**src/rtl/flappy_pkg.sv**
```systemverilog
// Shared constants, geometry and state encoding for the Flappy Bird game controller.
package flappy_pkg;

  localparam int unsigned SCR_TOP = 34;
  localparam int unsigned SCR_BOT = 515;
  localparam int unsigned BIRD_X  = 300;
  localparam int unsigned BIRD_SZ = 16;
  localparam int unsigned PIPE_W  = 60;
  localparam int unsigned GAP_H   = 120;
  localparam int unsigned GRAV    = 1;
  localparam int unsigned FLAP_V  = 8;
  localparam int unsigned VMAX    = 10;

  localparam int unsigned BIRD_Y0 = (SCR_TOP + SCR_BOT) / 2;

  localparam int unsigned COORD_W = 10;
  localparam int unsigned CALC_W  = 11;
  localparam int unsigned VEL_W   = 6;
  localparam int unsigned SCORE_W = 16;

  typedef enum logic [1:0] {
    ST_IDLE = 2'b00,
    ST_PLAY = 2'b01,
    ST_LOST = 2'b10
  } stateT;

endpackage

```
**src/rtl/flappy_game_ctrl_bcd.sv**
```systemverilog
// Four-digit BCD counter: synchronous clear, increment enable, wraps 9999 -> 0000.
module bcd_counter4
  import flappy_pkg::*;
(
  input  logic               Clk,
  input  logic               Reset,
  input  logic               Clear,
  input  logic               Inc,
  output logic [SCORE_W-1:0] Count
);

  logic [SCORE_W-1:0] countNext;
  logic               carry;

  // Ripple the +1 through the digits; a 9 rolls to 0 and carries on.
  always_comb begin
    countNext = Count;
    carry     = 1'b1;
    for (int i = 0; i < 4; i++) begin
      if (carry) begin
        if (Count[i*4 +: 4] == 4'd9) begin
          countNext[i*4 +: 4] = 4'd0;
        end else begin
          countNext[i*4 +: 4] = Count[i*4 +: 4] + 4'd1;
          carry               = 1'b0;
        end
      end
    end
  end

  always_ff @(posedge Clk) begin
    if (Reset || Clear) begin
      Count <= '0;
    end else if (Inc) begin
      Count <= countNext;
    end
  end

endmodule

```
**src/rtl/flappy_game_ctrl.sv**
```systemverilog
// Flappy Bird sequencer: IDLE/PLAY/LOST, bird physics, pipe collision and BCD score.
// Optional HIGH_SCORE_EN adds a HighScore output holding the best finished game.
module flappy_game_ctrl
  import flappy_pkg::*;
(
  input  logic               Clk,
  input  logic               Reset,
  input  logic               FrameTick,
  input  logic               Start,
  input  logic               Flap,
  input  logic               Ack,
  input  logic [COORD_W-1:0] PipeX,
  input  logic [COORD_W-1:0] PipeY,
  output logic [COORD_W-1:0] BirdY,
  output logic [1:0]         State,
  output logic               PipeRun,
  output logic               Lost,
  output logic [SCORE_W-1:0] Score
`ifdef HIGH_SCORE_EN
  ,
  output logic [SCORE_W-1:0] HighScore
`endif
);

  stateT                    stateQ;
  logic signed [VEL_W-1:0]  vel;
  logic signed [VEL_W-1:0]  velInc;
  logic signed [VEL_W-1:0]  velNext;
  logic signed [CALC_W:0]   birdSum;
  logic [COORD_W-1:0]       birdYNext;
  logic [CALC_W-1:0]        birdBot;
  logic [CALC_W-1:0]        pipeRight;
  logic                     xOverlap;
  logic                     outOfGap;
  logic                     collide;
  logic                     scoreHit;
  logic                     flapQ;
  logic                     flapPend;
  logic                     flapRise;
  logic                     passed;

  assign State = stateQ;

  // Physics, collision and scoring decisions from the current registered state.
  always_comb begin
    flapRise = Flap & ~flapQ;
    velInc   = vel + $signed(VEL_W'(GRAV));
    if (flapPend) begin
      velNext = -VEL_W'(FLAP_V);
    end else if (velInc > $signed(VEL_W'(VMAX))) begin
      velNext = $signed(VEL_W'(VMAX));
    end else begin
      velNext = velInc;
    end
    birdSum   = $signed({2'b00, BirdY}) + $signed({{(CALC_W + 1 - VEL_W){velNext[VEL_W-1]}}, velNext});
    birdYNext = (birdSum < $signed((CALC_W + 1)'(SCR_TOP))) ? COORD_W'(SCR_TOP) : birdSum[COORD_W-1:0];

    birdBot   = CALC_W'(BirdY) + CALC_W'(BIRD_SZ);
    pipeRight = CALC_W'(PipeX) + CALC_W'(PIPE_W);
    xOverlap  = (CALC_W'(BIRD_X + BIRD_SZ) > CALC_W'(PipeX)) && (CALC_W'(BIRD_X) < pipeRight);
    outOfGap  = (CALC_W'(BirdY) < CALC_W'(PipeY)) ||
                (birdBot > (CALC_W'(PipeY) + CALC_W'(GAP_H)));
    collide   = (birdBot >= CALC_W'(SCR_BOT)) || (xOverlap && outOfGap);
    scoreHit  = (pipeRight < CALC_W'(BIRD_X)) && !passed;
  end

  always_ff @(posedge Clk) begin
    if (Reset) begin
      stateQ   <= ST_IDLE;
      BirdY    <= COORD_W'(BIRD_Y0);
      vel      <= '0;
      PipeRun  <= 1'b0;
      Lost     <= 1'b0;
      flapQ    <= 1'b0;
      flapPend <= 1'b0;
      passed   <= 1'b0;
    end else begin
      flapQ <= Flap;
      // A new edge wins over a same-cycle tick so it counts toward the next frame.
      if (flapRise) begin
        flapPend <= 1'b1;
      end else if (FrameTick) begin
        flapPend <= 1'b0;
      end

      case (stateQ)
        ST_IDLE: begin
          BirdY <= COORD_W'(BIRD_Y0);
          vel   <= '0;
          if (Start) begin
            stateQ  <= ST_PLAY;
            PipeRun <= 1'b1;
            passed  <= 1'b0;
          end
        end
        ST_PLAY: begin
          if (FrameTick) begin
            vel   <= velNext;
            BirdY <= birdYNext;
          end
          // Stays set while the pipe is left of the bird; re-arms when a new pipe wraps in.
          passed <= (pipeRight < CALC_W'(BIRD_X));
          if (collide) begin
            stateQ  <= ST_LOST;
            PipeRun <= 1'b0;
            Lost    <= 1'b1;
          end
        end
        ST_LOST: begin
          if (Ack) begin
            stateQ <= ST_IDLE;
            Lost   <= 1'b0;
            BirdY  <= COORD_W'(BIRD_Y0);
            vel    <= '0;
          end
        end
        default: begin
          stateQ  <= ST_IDLE;
          PipeRun <= 1'b0;
          Lost    <= 1'b0;
        end
      endcase
    end
  end

  bcd_counter4 scoreCnt (
    .Clk   (Clk),
    .Reset (Reset),
    .Clear ((stateQ == ST_IDLE) && Start),
    .Inc   ((stateQ == ST_PLAY) && scoreHit),
    .Count (Score)
  );

`ifdef HIGH_SCORE_EN
  // Valid BCD orders the same as binary, so a plain compare is a digit-wise compare.
  always_ff @(posedge Clk) begin
    if (Reset) begin
      HighScore <= '0;
    end else if ((stateQ == ST_LOST) && (Score > HighScore)) begin
      HighScore <= Score;
    end
  end
`endif

endmodule

```
**config.mk**
```make
export PLATFORM = sky130hd
export DESIGN_NAME = flappy_game_ctrl
export DESIGN_NICKNAME = d
export VERILOG_FILES = /design/src/rtl/flappy_pkg.sv /design/src/rtl/flappy_game_ctrl_bcd.sv /design/src/rtl/flappy_game_ctrl.sv
export SDC_FILE = /design/constraint.sdc
export NUM_CORES = 1
export LEC_CHECK = 0
export BUFFER_PORTS_ARGS = -buffer_cell sky130_fd_sc_hd__buf_2
export CAP_MARGIN = 20
export CORE_UTILIZATION = 30
export DETAILED_ROUTE_END_ITERATION = 12
export PLACE_DENSITY = 0.45
export SETUP_SLACK_MARGIN = 0.4
export SLEW_MARGIN = 20
export SYNTH_ARGS = -nofsm -noshare
export SYNTH_HDL_FRONTEND = slang
export SYNTH_SLANG_ARGS = --single-unit
```
**constraint.sdc**
```tcl
create_clock -name Clk -period 5.09 [get_ports Clk]
set_input_delay 0.2545 -clock Clk [delete_from_list [all_inputs] [get_ports Clk]]
set_output_delay 0.2545 -clock Clk [all_outputs]
set_load 0.05 [all_outputs]
```
==> results.txt <==
----------------------------------------------------
[Route]
  Total DRC errors in the routed layout ... 0
  Initial DRT Pass Iterations ... 4
  Iter 0 DRT Violations ... ~160
  Via count ... 3132
  Detailed Route WL ... between 8 and 9 mm
  Detail Route Antenna Nets ... 0
  WL/cell ... 13.5 um
  Via density per instance ... 5.12

[Floorplan]
  Area of the die ... ~12000 sq um
  Number of primary I/O pins ... 56
  Standard cell core area ... between 10000 and 15000 sq um
  Y dimension of the die ... approximately 110 um
  Standard-cell row count ... 38
  Horizontal die dimension ... 108 um
  Effective utilization at floorplan ... a little under a third

[GRT]
  First-pass GRT wire length ... 13.7 mm
  Maximum number of pins on one net before global-route repair ... 19
  Number of antenna violations at the first check in global routing ... 0
  Remaining global-route overflow ... 0
  Via count of the first global-routing pass ... 2849
  Combined global-route utilization of all metal layers ... 14.9%

[STA]
  Final number of setup-violating endpoints ... 0
  Post-route setup TNS ... 0 ps
  RSZ-0062 raised after global routing ... false
  Highest achievable clock rate ... 236 MHz
  Crit share post-route ... 83.2%
  Final setup slack of the worst path ... 855 ps
  Final-report max-slew violation count ... 0
  Minimum clock period ... 4230 ps
  Worst-margin pin slew ... 980 ps
  Worst hold margin ... 180 ps
  Headroom to the max-slew limit ... 34.2%
  Final setup skew ... between 10 and 15 ps
  Number of endpoints with negative hold slack in the final report ... 0

[Logic synthesis]
  Count leader, synth ... ha_1
  Number of warnings printed during yosys synthesis ... 0
  Number of synthesized register bits ... 39
  Primary flip-flop cell chosen by synthesis mapping ... dfxtp_1
  Area share of the largest cell type after synthesis ... 23.2%
  FFs w/ async S/R, synth ... 0%
  Post-synth design cell area ... 3360 sq um
  Number of flops mapped to enable cells by yosys ... 0
  Area leader, netlist ... dfxtp_1
  Synthesized area divided by synthesized cell count ... 7.95 sq um
  Post-synthesis cell type count ... 65
  Sequential cell area fraction in the yosys report ... ~23%
  List of most frequent post-synthesis cells ... ha_1 (41), dfxtp_1 (39), a21oi_1 (36), inv_1 (36), nor2_1 (32)
  Instance count of the mapped netlist ... ~420
  Top cells by area in the synthesized netlist ... dfxtp_1 (23%), ha_1 (15%), xnor2_1 (5.5%), a21oi_1 (5.4%), inv_1 (4.0%)
  Mapped Nets ... 491

[Pwr]
  Pleak ... 1.67 nW
  Total power consumption of the routed design ... 898 uW
  Worst voltage drop across the vdd grid ... about 120 uV
  Total power density per cell area ... 230 nW/um^2

[Final layout]
  Number of nets in the layout ... 539
  Ant diodes ... 0
  Count of filler cells inserted in the layout ... 1156
  Area growth from synthesis to layout ... 15.9%
  Finished Cell Area ... 3900 sq um
  Layout cell share with drive strength beyond 1 ... 16.3%
  Sequential cell area ... just under 800 sq um
  Footprint of the multi-input gates ... 2390 sq um

[CTS]
  Post CTS Setup Buffer Count ... 0
  TritonCTS Buffers ... 5
  Worst skew pair latency ... 300 ps
  Cell chosen for the clock root ... clkbuf_8
  Clock-pin transition on the worst setup and hold timing paths ... 80 ps
  Clock tree from TritonCTS ... built
  Number of buffers on the longest clock path ... 2
  H-tree levels ... 2
  Number of clock sinks seen by CTS ... 39

[Critical path]
  Signal arrival time at the worst endpoint ... 4380 ps
  Launching element of the worst setup path ... vel[0]
  Cell class contributing the biggest share of worst-path delay ... compound AO/OA/AOI/OAI gates
  Worst flop-to-flop path startpoint ... vel[0]
  Slowest cell on the critical path ... dfxtp_1
  Buffers plus inverters on the worst setup path ... 1
  Top cell by count, worst path ... a21oi_1
  Worst EP required ... 5240 ps
  Largest stage delay, worst path ... 560 ps
  Max Fanout on Critical Path ... 12
  WS Path Type ... flop to flop
  Critical Path Source Type ... flop
  Sequence of cells on the critical path ... ha_1 > o21bai_1 > a21oi_1 > o31ai_1 > nand2_1 > a21oi_1 > inv_1 > fa_1 > o21ai_0 > a41oi_1 > o22ai_1 > mux2_2 > o2111ai_2 > a32oi_1
  CP endpoint kind ... flop

[Placed design]
  DPL Wire Length ... 6.66 mm
  Worst setup timing slack at the placement stage ... between 700 and 800 ps
  Placer Congestion ... 0.807
  Placed Instance Area ... 3760 sq um
  Input/output buffers ... 55

[Worst hold path]
  Classification of the worst-slack hold path ... primary input to flop
  Worst Hold Launch ... Flap

[Run status]
  Result of the run ... finished, final reports clean

[Job]
  Max_cap viols ... 0

----------------------------------------------------
==> per-layer routing <==
| metal | GRT usage, % | wire length [um] |
|---|---|---|
| met1 | 20.1 | 4090 |
| met2 | 24.0 | 3760 |
| met3 | 2.42 | 298 |
| met4 | 4.50 | 123 |
| met5 | 0 | 0 |
==> state kept, by name, indices dropped and copies added (netlist names) <==
register        cells
flapQ               1
flapPend            1
PipeRun             1
BirdY              10
State               2
vel                 6
scoreCnt.Count     16
passed              1
Lost                1
==> worst reg2reg max path, stage by stage (launching register included) <==
cell	delay, ps
dfxtp_1	560
ha_1	450
o21bai_1	180
a21oi_1	90
o31ai_1	310
nand2_1	110
a21oi_1	270
inv_1	100
fa_1	430
o21ai_0	370
a41oi_1	230
o22ai_1	180
mux2_2	360
o2111ai_2	310
a32oi_1	150
==> final timing paths <==
check              to  slack, ps  depth (start not counted)
max          BirdY[1]        860                         14
min             flapQ        180                          3
min reg2reg   PipeRun        480                          2
max reg2reg  BirdY[1]        860                         14
==> metrics by stage <==
step / utilization [%] / std cells
6_report: 35.8 / 612
5_1_grt: 35.8 / 612
4_1_cts: 35.8 / 612
3_5_place_dp: 34.5 / 604
3_3_place_gp: 34.5 / 604
2_1_floorplan: - / 423
==> area by class of cell <==
type / instances / area share (%)
Multi-Input combinational cell: 333 / 61.3
Sequential cell: 39 / 20.0
Clock inverter: 3 / 1.73
Clock buffer: 5 / 1.76
Timing Repair Buffer: 56 / 7.25
Tap cell: 140 / 4.49
Inverter: 36 / 3.46
==> cell usage in the layout (no fill, tap or decap), types with 4 or more instances in the layout <==
| master | instances |
|---|---|
| o21ai_0 | 18 |
| a22oi_1 | 4 |
| nor2b_1 | 10 |
| a31oi_1 | 8 |
| nand3b_1 | 6 |
| xor2_1 | 8 |
| o31ai_1 | 4 |
| dfxtp_1 | 39 |
| nand2b_1 | 6 |
| o21bai_1 | 6 |
| clkbuf_8 | 5 |
| buf_2 | 55 |
| a21oi_1 | 36 |
| o22ai_1 | 5 |
| and3_1 | 6 |
| and4_1 | 4 |
| nor2_1 | 32 |
| nand2_1 | 28 |
| or3_1 | 6 |
| inv_1 | 36 |
| xnor2_1 | 21 |
| a22o_1 | 4 |
| nor3_1 | 5 |
| a211oi_1 | 4 |
| nand4_1 | 5 |
| nand3_1 | 12 |
| ha_1 | 41 |
==> cells by family (layout without fill, tap and decap cells) <==
kind of cell	count (synthesis)	in the layout	share of synthesized area [%]
buffers and inverters	51	100	5.95
DFF	39	39	23.2
adders and majority gates	42	42	15.8
muxes	3	3	0.930
and+or+nand+nor	144	144	24.4
AOI/OAI and AO/OA	115	115	22.2
xor gates and xnor gates	29	29	7.55
==> where the power goes <==
group | total, mW | switching, mW | internal (mW)
clock network | 0.315 | 0.119 | 0.196
registers | 0.337 | 0.0205 | 0.317
logic | 0.247 | 0.154 | 0.0923
total | 0.898 | 0.294 | 0.604
==> repair_timing <==
action	CTS	global route
endpoints found under the setup margin	0	6
hold buffers	0	0
gates resized for setup	0	1
No activity file was read; power rests on OpenSTA's default activity.
